## src/rtl/servo_slew_ctrl.sv

```systemverilog
// Rate-limited servo pulse-width command stage: accepts per-channel targets and
// walks each channel's width toward its target by at most STEP_US per slew tick.
module servo_slew_ctrl #(
  parameter int NUM_CH   = 5,
  parameter int TICK_DIV = 250000,
  parameter int STEP_US  = 10,
  parameter int MIN_US   = 1000,
  parameter int MAX_US   = 2000,
  parameter int INIT_US  = 1500
) (
  input  logic                  clk,
  input  logic                  rst_n,
  input  logic                  cmd_valid,
  output logic                  cmd_ready,
  input  logic [2:0]            cmd_ch,
  input  logic [15:0]           cmd_width,
  output logic                  cmd_err,
  output logic [NUM_CH-1:0]     busy,
  output logic [16*NUM_CH-1:0]  width_us_flat
);

  localparam int CNT_W = $clog2(TICK_DIV);

  typedef enum logic {IDLE, SWEEP} state_t;

  state_t           r_state;
  state_t           w_stateNext;
  logic [2:0]       r_idx;
  logic [2:0]       w_idxNext;
  logic [CNT_W-1:0] r_tickCnt;
  logic             w_tick;
  logic             w_accept;
  logic             w_chValid;
  logic [15:0]      w_clamped;
  logic             r_cmdErr;

  assign w_tick    = (r_tickCnt == CNT_W'(TICK_DIV - 1));
  assign w_accept  = cmd_valid && cmd_ready;
  assign w_chValid = ({1'b0, cmd_ch} < 4'(NUM_CH));
  assign w_clamped = (cmd_width < 16'(MIN_US)) ? 16'(MIN_US) :
                     (cmd_width > 16'(MAX_US)) ? 16'(MAX_US) : cmd_width;
  assign cmd_err   = r_cmdErr;

  always_ff @(posedge clk or negedge rst_n) begin
    if (!rst_n) begin
      r_tickCnt <= '0;
    end else if (w_tick) begin
      r_tickCnt <= '0;
    end else begin
      r_tickCnt <= r_tickCnt + 1'b1;
    end
  end

  always_ff @(posedge clk or negedge rst_n) begin
    if (!rst_n) begin
      r_state  <= IDLE;
      r_idx    <= '0;
      r_cmdErr <= 1'b0;
    end else begin
      r_state  <= w_stateNext;
      r_idx    <= w_idxNext;
      r_cmdErr <= w_accept && !w_chValid;
    end
  end

  // Commands are only taken in IDLE, so a target never changes mid-sweep.
  always_comb begin
    w_stateNext = r_state;
    w_idxNext   = r_idx;
    cmd_ready   = 1'b0;
    case (r_state)
      IDLE: begin
        cmd_ready = 1'b1;
        if (w_tick) begin
          w_stateNext = SWEEP;
          w_idxNext   = '0;
        end
      end
      SWEEP: begin
        if (r_idx == 3'(NUM_CH - 1)) begin
          w_stateNext = IDLE;
        end else begin
          w_idxNext = r_idx + 1'b1;
        end
      end
      default: w_stateNext = IDLE;
    endcase
  end

  for (genvar g = 0; g < NUM_CH; g++) begin : gCh
    logic [15:0] r_width;
    logic [15:0] r_target;
    logic        r_busy;
    logic [15:0] w_widthNext;
    logic [15:0] w_targetNext;
    logic [16:0] w_cur;
    logic [16:0] w_tgt;
    logic [16:0] w_up;
    logic [16:0] w_dnLim;
    logic        w_sel;

    // 17-bit arithmetic so the step add cannot wrap before the compare.
    assign w_cur   = {1'b0, r_width};
    assign w_tgt   = {1'b0, r_target};
    assign w_up    = w_cur + 17'(STEP_US);
    assign w_dnLim = w_tgt + 17'(STEP_US);
    assign w_sel   = (r_state == SWEEP) && (r_idx == 3'(g));

    always_comb begin
      w_widthNext  = r_width;
      w_targetNext = r_target;
      if (w_sel) begin
        if (w_cur < w_tgt) begin
          w_widthNext = (w_up > w_tgt) ? r_target : w_up[15:0];
        end else if (w_cur > w_tgt) begin
          w_widthNext = (w_cur < w_dnLim) ? r_target : 16'(w_cur - 17'(STEP_US));
        end
      end
      if (w_accept && w_chValid && (cmd_ch == 3'(g))) begin
        w_targetNext = w_clamped;
      end
    end

    always_ff @(posedge clk or negedge rst_n) begin
      if (!rst_n) begin
        r_width  <= 16'(INIT_US);
        r_target <= 16'(INIT_US);
        r_busy   <= 1'b0;
      end else begin
        r_width  <= w_widthNext;
        r_target <= w_targetNext;
        r_busy   <= (w_widthNext != w_targetNext);
      end
    end

    assign busy[g]                 = r_busy;
    assign width_us_flat[16*g +: 16] = r_width;
  end

endmodule

```

## config.mk

```make
export PLATFORM = sky130hd
export DESIGN_NAME = servo_slew_ctrl
export DESIGN_NICKNAME = d
export VERILOG_FILES = /design/src/rtl/servo_slew_ctrl.sv
export SDC_FILE = /design/constraint.sdc
export NUM_CORES = 1
export LEC_CHECK = 0
export ABC_AREA = 1
export BUFFER_PORTS_ARGS = -buffer_cell sky130_fd_sc_hd__buf_4
export CORE_UTILIZATION = 42
export DETAILED_ROUTE_END_ITERATION = 8
export PLACE_DENSITY_LB_ADDON = 0.25
export SYNTH_ARGS = -nofsm -noshare
export SYNTH_HDL_FRONTEND = slang
export SYNTH_SLANG_ARGS = --single-unit
```

## constraint.sdc

```tcl
create_clock -name clk -period 4.07 [get_ports clk]
set_input_delay 1.0175 -clock clk [delete_from_list [all_inputs] [get_ports clk]]
set_output_delay 1.0175 -clock clk [all_outputs]
set_load 0.1 [all_outputs]
```

==> results.md <==
* Endpoints failing setup at 0
* Detailed-route via count at 24.30k
* Count of synthesis-stage warnings from yosys at 0
* Syn Std Cell Area at approximately 0.023 sq mm
* Gr ovfl total at 0
* Largest family of logic cells by synthesized area: simple AND/OR/NAND/NOR gates
* Data required time at the worst endpoint at 4440 ps
* Worst vdd rail ir drop at about 0.31 mV
* Multi-input combinational cell area at 0.01656 sq mm
* Fraction of the cycle the final worst path needs at 97.02%
* Final Hold Viols at 0
* Most frequent cell on the critical path: sky130_fd_sc_hd__nand2_1
* CP Data Arrival Time at 4320 ps
* Syn_nets at about 3.9k
* 1st-pass router iterations at 6
* Proportion of synthesized flip-flops having asynchronous set or reset at 100.0%
* Number of diodes at 0
* Share of synthesized area occupied by flip-flops and latches at 20.92%
* Ratio of routed vias to standard cells at 5.322
* Worst-path maximum fanout at 10
* Clk_lat worst skew at 490 ps
* Adder and majority cell fraction of the synthesized area at 13.71%
* Clk pin slew, worst setup/hold paths at roughly 80 ps
* Worst Hold Class: register to register
* Starting Density at 42.58%
* Cell chosen for the clock root: sky130_fd_sc_hd__clkbuf_16
* Core outline area at 0.05381 sq mm
* Fin worst setup slack at 121.5 ps
* Power spent charging and discharging nets at a little over 2 mW
* RSZ-0062 raised after global routing: true
* Number of unique standard cell types used by synthesis at 54
* DRT Wirelength at 76.65 mm
* Area after detailed placement at ~0.025 sq mm
* Number of clock sinks at approximately 190
* Synthesized-area fraction occupied by ao, oa, aoi and oai cells at just over 8%
* Class of the most critical setup path: register to register
* Estimated wirelength of the detail-placed design at 58.98 mm
* Power Dens Cells at 206.4 mW/mm^2
* Maximum cell stage delay along the critical path at 560 ps
* DRC violations left at 0
* Pin count of the biggest net entering global routing at 88
* Placed Cells at 4491
* Weighted congestion reported at the end of routability-driven placement at 0.9575
* I/O pin cnt at 109
* Result of the run: finished, final reports clean
* Nets at 4130
* Element type at the critical path start: register
* Highest achievable clock rate at ~0.25 GHz
* Max-slew violation total from the final report at 0
* Top FF cell, synth: sky130_fd_sc_hd__dfrtp_1
* Leak at between 10 and 15 nW
* Post-route core utilization at about 50%
* Design internal power at 3.544 mW
* Slew Limit Headroom at 30.90%
* Synthesized area divided by synthesized cell count at ~6.3 sq um
* Share of power burned in the clock network at 32.7%
* Number of cells produced by synthesis at around 3.6k
* Commonest cells after routing, fill and taps aside: sky130_fd_sc_hd__nand2_1 (1104), sky130_fd_sc_hd__nand3_1 (455), sky130_fd_sc_hd__inv_1 (401)
* Global-route wire length before repair at 121.0 mm
* Clock Tree Buf Depth at 2
* Number of placement rows at 85
* Yosys reg bits at around 190
* Vertical extent of the die at 235.6 um
* Non-Filler Cell Area, Final at 0.02711 sq mm
* CTS tree: built
* Number of flops mapped to enable cells by yosys at 0
* Xor and xnor area share after synthesis at 6.460%
* Die ar. at 0.05549 sq mm
* Multiplexer share of the synthesized area at 0%
* Share of final-layout standard cells stronger than drive strength 1 at ~18%
* Per-cell routed wire length at 16.79 um
* Sw Share at 36.65%
* Global-route usage over all layers at 27.12%
* Number of filler cells placed in the layout at 5548
* Slowest cell on the critical path: sky130_fd_sc_hd__dfstp_2
* Number of antenna violations at the first check in global routing at 0
* Simple-Gate Fraction of Synth Area at 40.65%
* Port bufs at 108
* Logic gate share of total power at ~29%
* Antenna violation net count after detailed routing at 0
* TritonCTS Buffers at 17
* Crit path capture type: register
* Leading cell type in the layout, fill and taps excluded: sky130_fd_sc_hd__nand2_1
* Drt initial violations at 2054
* Pre-CTS worst setup slack at -57.93 ps
* Number of H-tree branching levels at 4
* Count of maximum capacitance violations at 0
* Worst Skew at between 15 and 20 ps
* Area grow syn2layout at 18.32%
* Number of hold buffers added after CTS at 0
* Flop pwr share at about two fifths
* Number of global-route vias before repair at approximately 22k
* Final cell count without fillers at 4566
* Die Wd at 235.6 um
* Register cell area after layout at roughly 0.0048 sq mm
* Total negative slack for setup checks at 0 ps
* Final period demand of the worst path at 3949 ps
* Actual slew at the worst max-slew pin at approximately 1000 ps
==> routing by layer <==
metal	up-vias	global-route usage, %	part of all wire, %	wire [um]
li1	12184	-	-	-
met1	11228	38.80	47	35930
met2	783	42.40	44	34020
met3	107	3.635	6.5	5004
met4	0	7.526	2.2	1701
met5	-	0	0	0
==> synth_stat cells (7+ instances only) <==
cell | count | area share [%]
sky130_fd_sc_hd__buf_6 | 9 | 0.44
sky130_fd_sc_hd__inv_2 | 32 | 0.52
sky130_fd_sc_hd__nand3_2 | 13 | 0.57
sky130_fd_sc_hd__nand2_1 | 1141 | 19
sky130_fd_sc_hd__buf_2 | 46 | 1.0
sky130_fd_sc_hd__nor2_1 | 304 | 5.0
sky130_fd_sc_hd__ha_1 | 251 | 14
sky130_fd_sc_hd__a31oi_1 | 9 | 0.25
sky130_fd_sc_hd__dfstp_2 | 70 | 8.0
sky130_fd_sc_hd__nor2_4 | 10 | 0.49
sky130_fd_sc_hd__inv_1 | 408 | 6.7
sky130_fd_sc_hd__xnor2_1 | 12 | 0.46
sky130_fd_sc_hd__dfrtp_1 | 118 | 13
sky130_fd_sc_hd__buf_4 | 18 | 0.59
sky130_fd_sc_hd__nand2_4 | 12 | 0.59
sky130_fd_sc_hd__nor4_1 | 14 | 0.38
sky130_fd_sc_hd__nor3_2 | 7 | 0.31
sky130_fd_sc_hd__nor3_1 | 43 | 0.94
sky130_fd_sc_hd__nand2_2 | 18 | 0.49
sky130_fd_sc_hd__o21ai_1 | 24 | 0.52
sky130_fd_sc_hd__xor2_1 | 157 | 6.0
sky130_fd_sc_hd__a21o_1 | 10 | 0.33
sky130_fd_sc_hd__nand3_1 | 476 | 10
sky130_fd_sc_hd__clkinv_1 | 7 | 0.11
sky130_fd_sc_hd__a21oi_1 | 151 | 3.3
sky130_fd_sc_hd__nor2_2 | 15 | 0.41
sky130_fd_sc_hd__clkbuf_1 | 36 | 0.59
sky130_fd_sc_hd__o21a_1 | 7 | 0.23
sky130_fd_sc_hd__nand4_1 | 51 | 1.4
sky130_fd_sc_hd__o21ai_0 | 91 | 2.0
sky130_fd_sc_hd__o211ai_1 | 9 | 0.29
sky130_fd_sc_hd__o21bai_1 | 12 | 0.39
==> power by group through the flow <==
| stage | Combinational, mW | Sequential [mW] | Clock, mW |
|---|---|---|---|
| floorplan | 1.03 | 2.14 | 0 |
| global placement | 1.49 | 2.18 | 0 |
| detailed placement | 1.50 | 2.18 | 0 |
| CTS | 1.51 | 2.14 | 1.88 |
| global route | 1.83 | 2.17 | 1.95 |
| finish | 1.61 | 2.16 | 1.83 |
==> critical path: cells and delay by family (launching register included) <==
family	cells	cell delay (ps)
xor+xnor	1	130
fa+ha+maj	2	420
compound gates	4	410
buf+inv	3	430
simple gates	18	1860
flops	1	560
==> sequential cells by signal, summed over array words and instances (netlist names) <==
register,flops
gCh.r_busy,5
r_tickCnt,18
gCh.r_target,80
cmd_err,1
r_state,1
r_idx,3
gCh.r_width,80
==> metrics by stage <==
step | hold slack [ps] | power (mW)
after floorplan | 432.9 | 3.178
after global placement | 452.5 | 3.667
after detailed placement | 456.8 | 3.674
after CTS | 467.8 | 5.532
after global routing | 498.2 | 5.956
final | 474.5 | 5.595
==> final timing paths <==
check / startpoint / endpoint / slack, ps / cells past startpoint
worst max-delay path: gCh[2].r_target[2] / gCh[2].r_busy / 120 / 28
worst min-delay path: r_tickCnt[0] / r_tickCnt[0] / 470 / 1
worst max register to register: gCh[2].r_target[2] / gCh[2].r_busy / 120 / 28
worst min register to register: r_tickCnt[0] / r_tickCnt[0] / 470 / 1
max in group asynchronous: rst_n / gCh[2].r_width[10] / 2580 / 2
min in group asynchronous: rst_n / gCh[3].r_width[13] / 560 / 1
==> layout make-up <==
| class | count | share of cell area (%) |
|---|---|---|
| tap | 696 | 3.212 |
| sequential | 188 | 17.69 |
| inverter | 447 | 6.189 |
| clock inverter | 15 | 0.7200 |
| clock buffer | 17 | 1.569 |
| multi-input combinational | 2883 | 61.10 |
| timing repair buffer | 320 | 9.521 |
==> kinds of logic (layout without fill, tap and decap cells) <==
family,count (synthesis),after routing
and+or+nand+nor,2124,2127
AOI/OAI and AO/OA,336,336
adders and majority gates,251,251
xor gates and xnor gates,169,169
buffers and inverters,558,799
DFF,188,188
==> what timing repair did <==
action | 4_1_cts | 5_1_grt
setup buffers | 0 | 36
endpoints found under the setup margin | 2 | 6
resized for setup | 2 | 179
hold endpoints to repair | 0 | 0
pin swaps | 0 | 103
gates cloned | 0 | 7
Power figures use the tool's default switching activity.
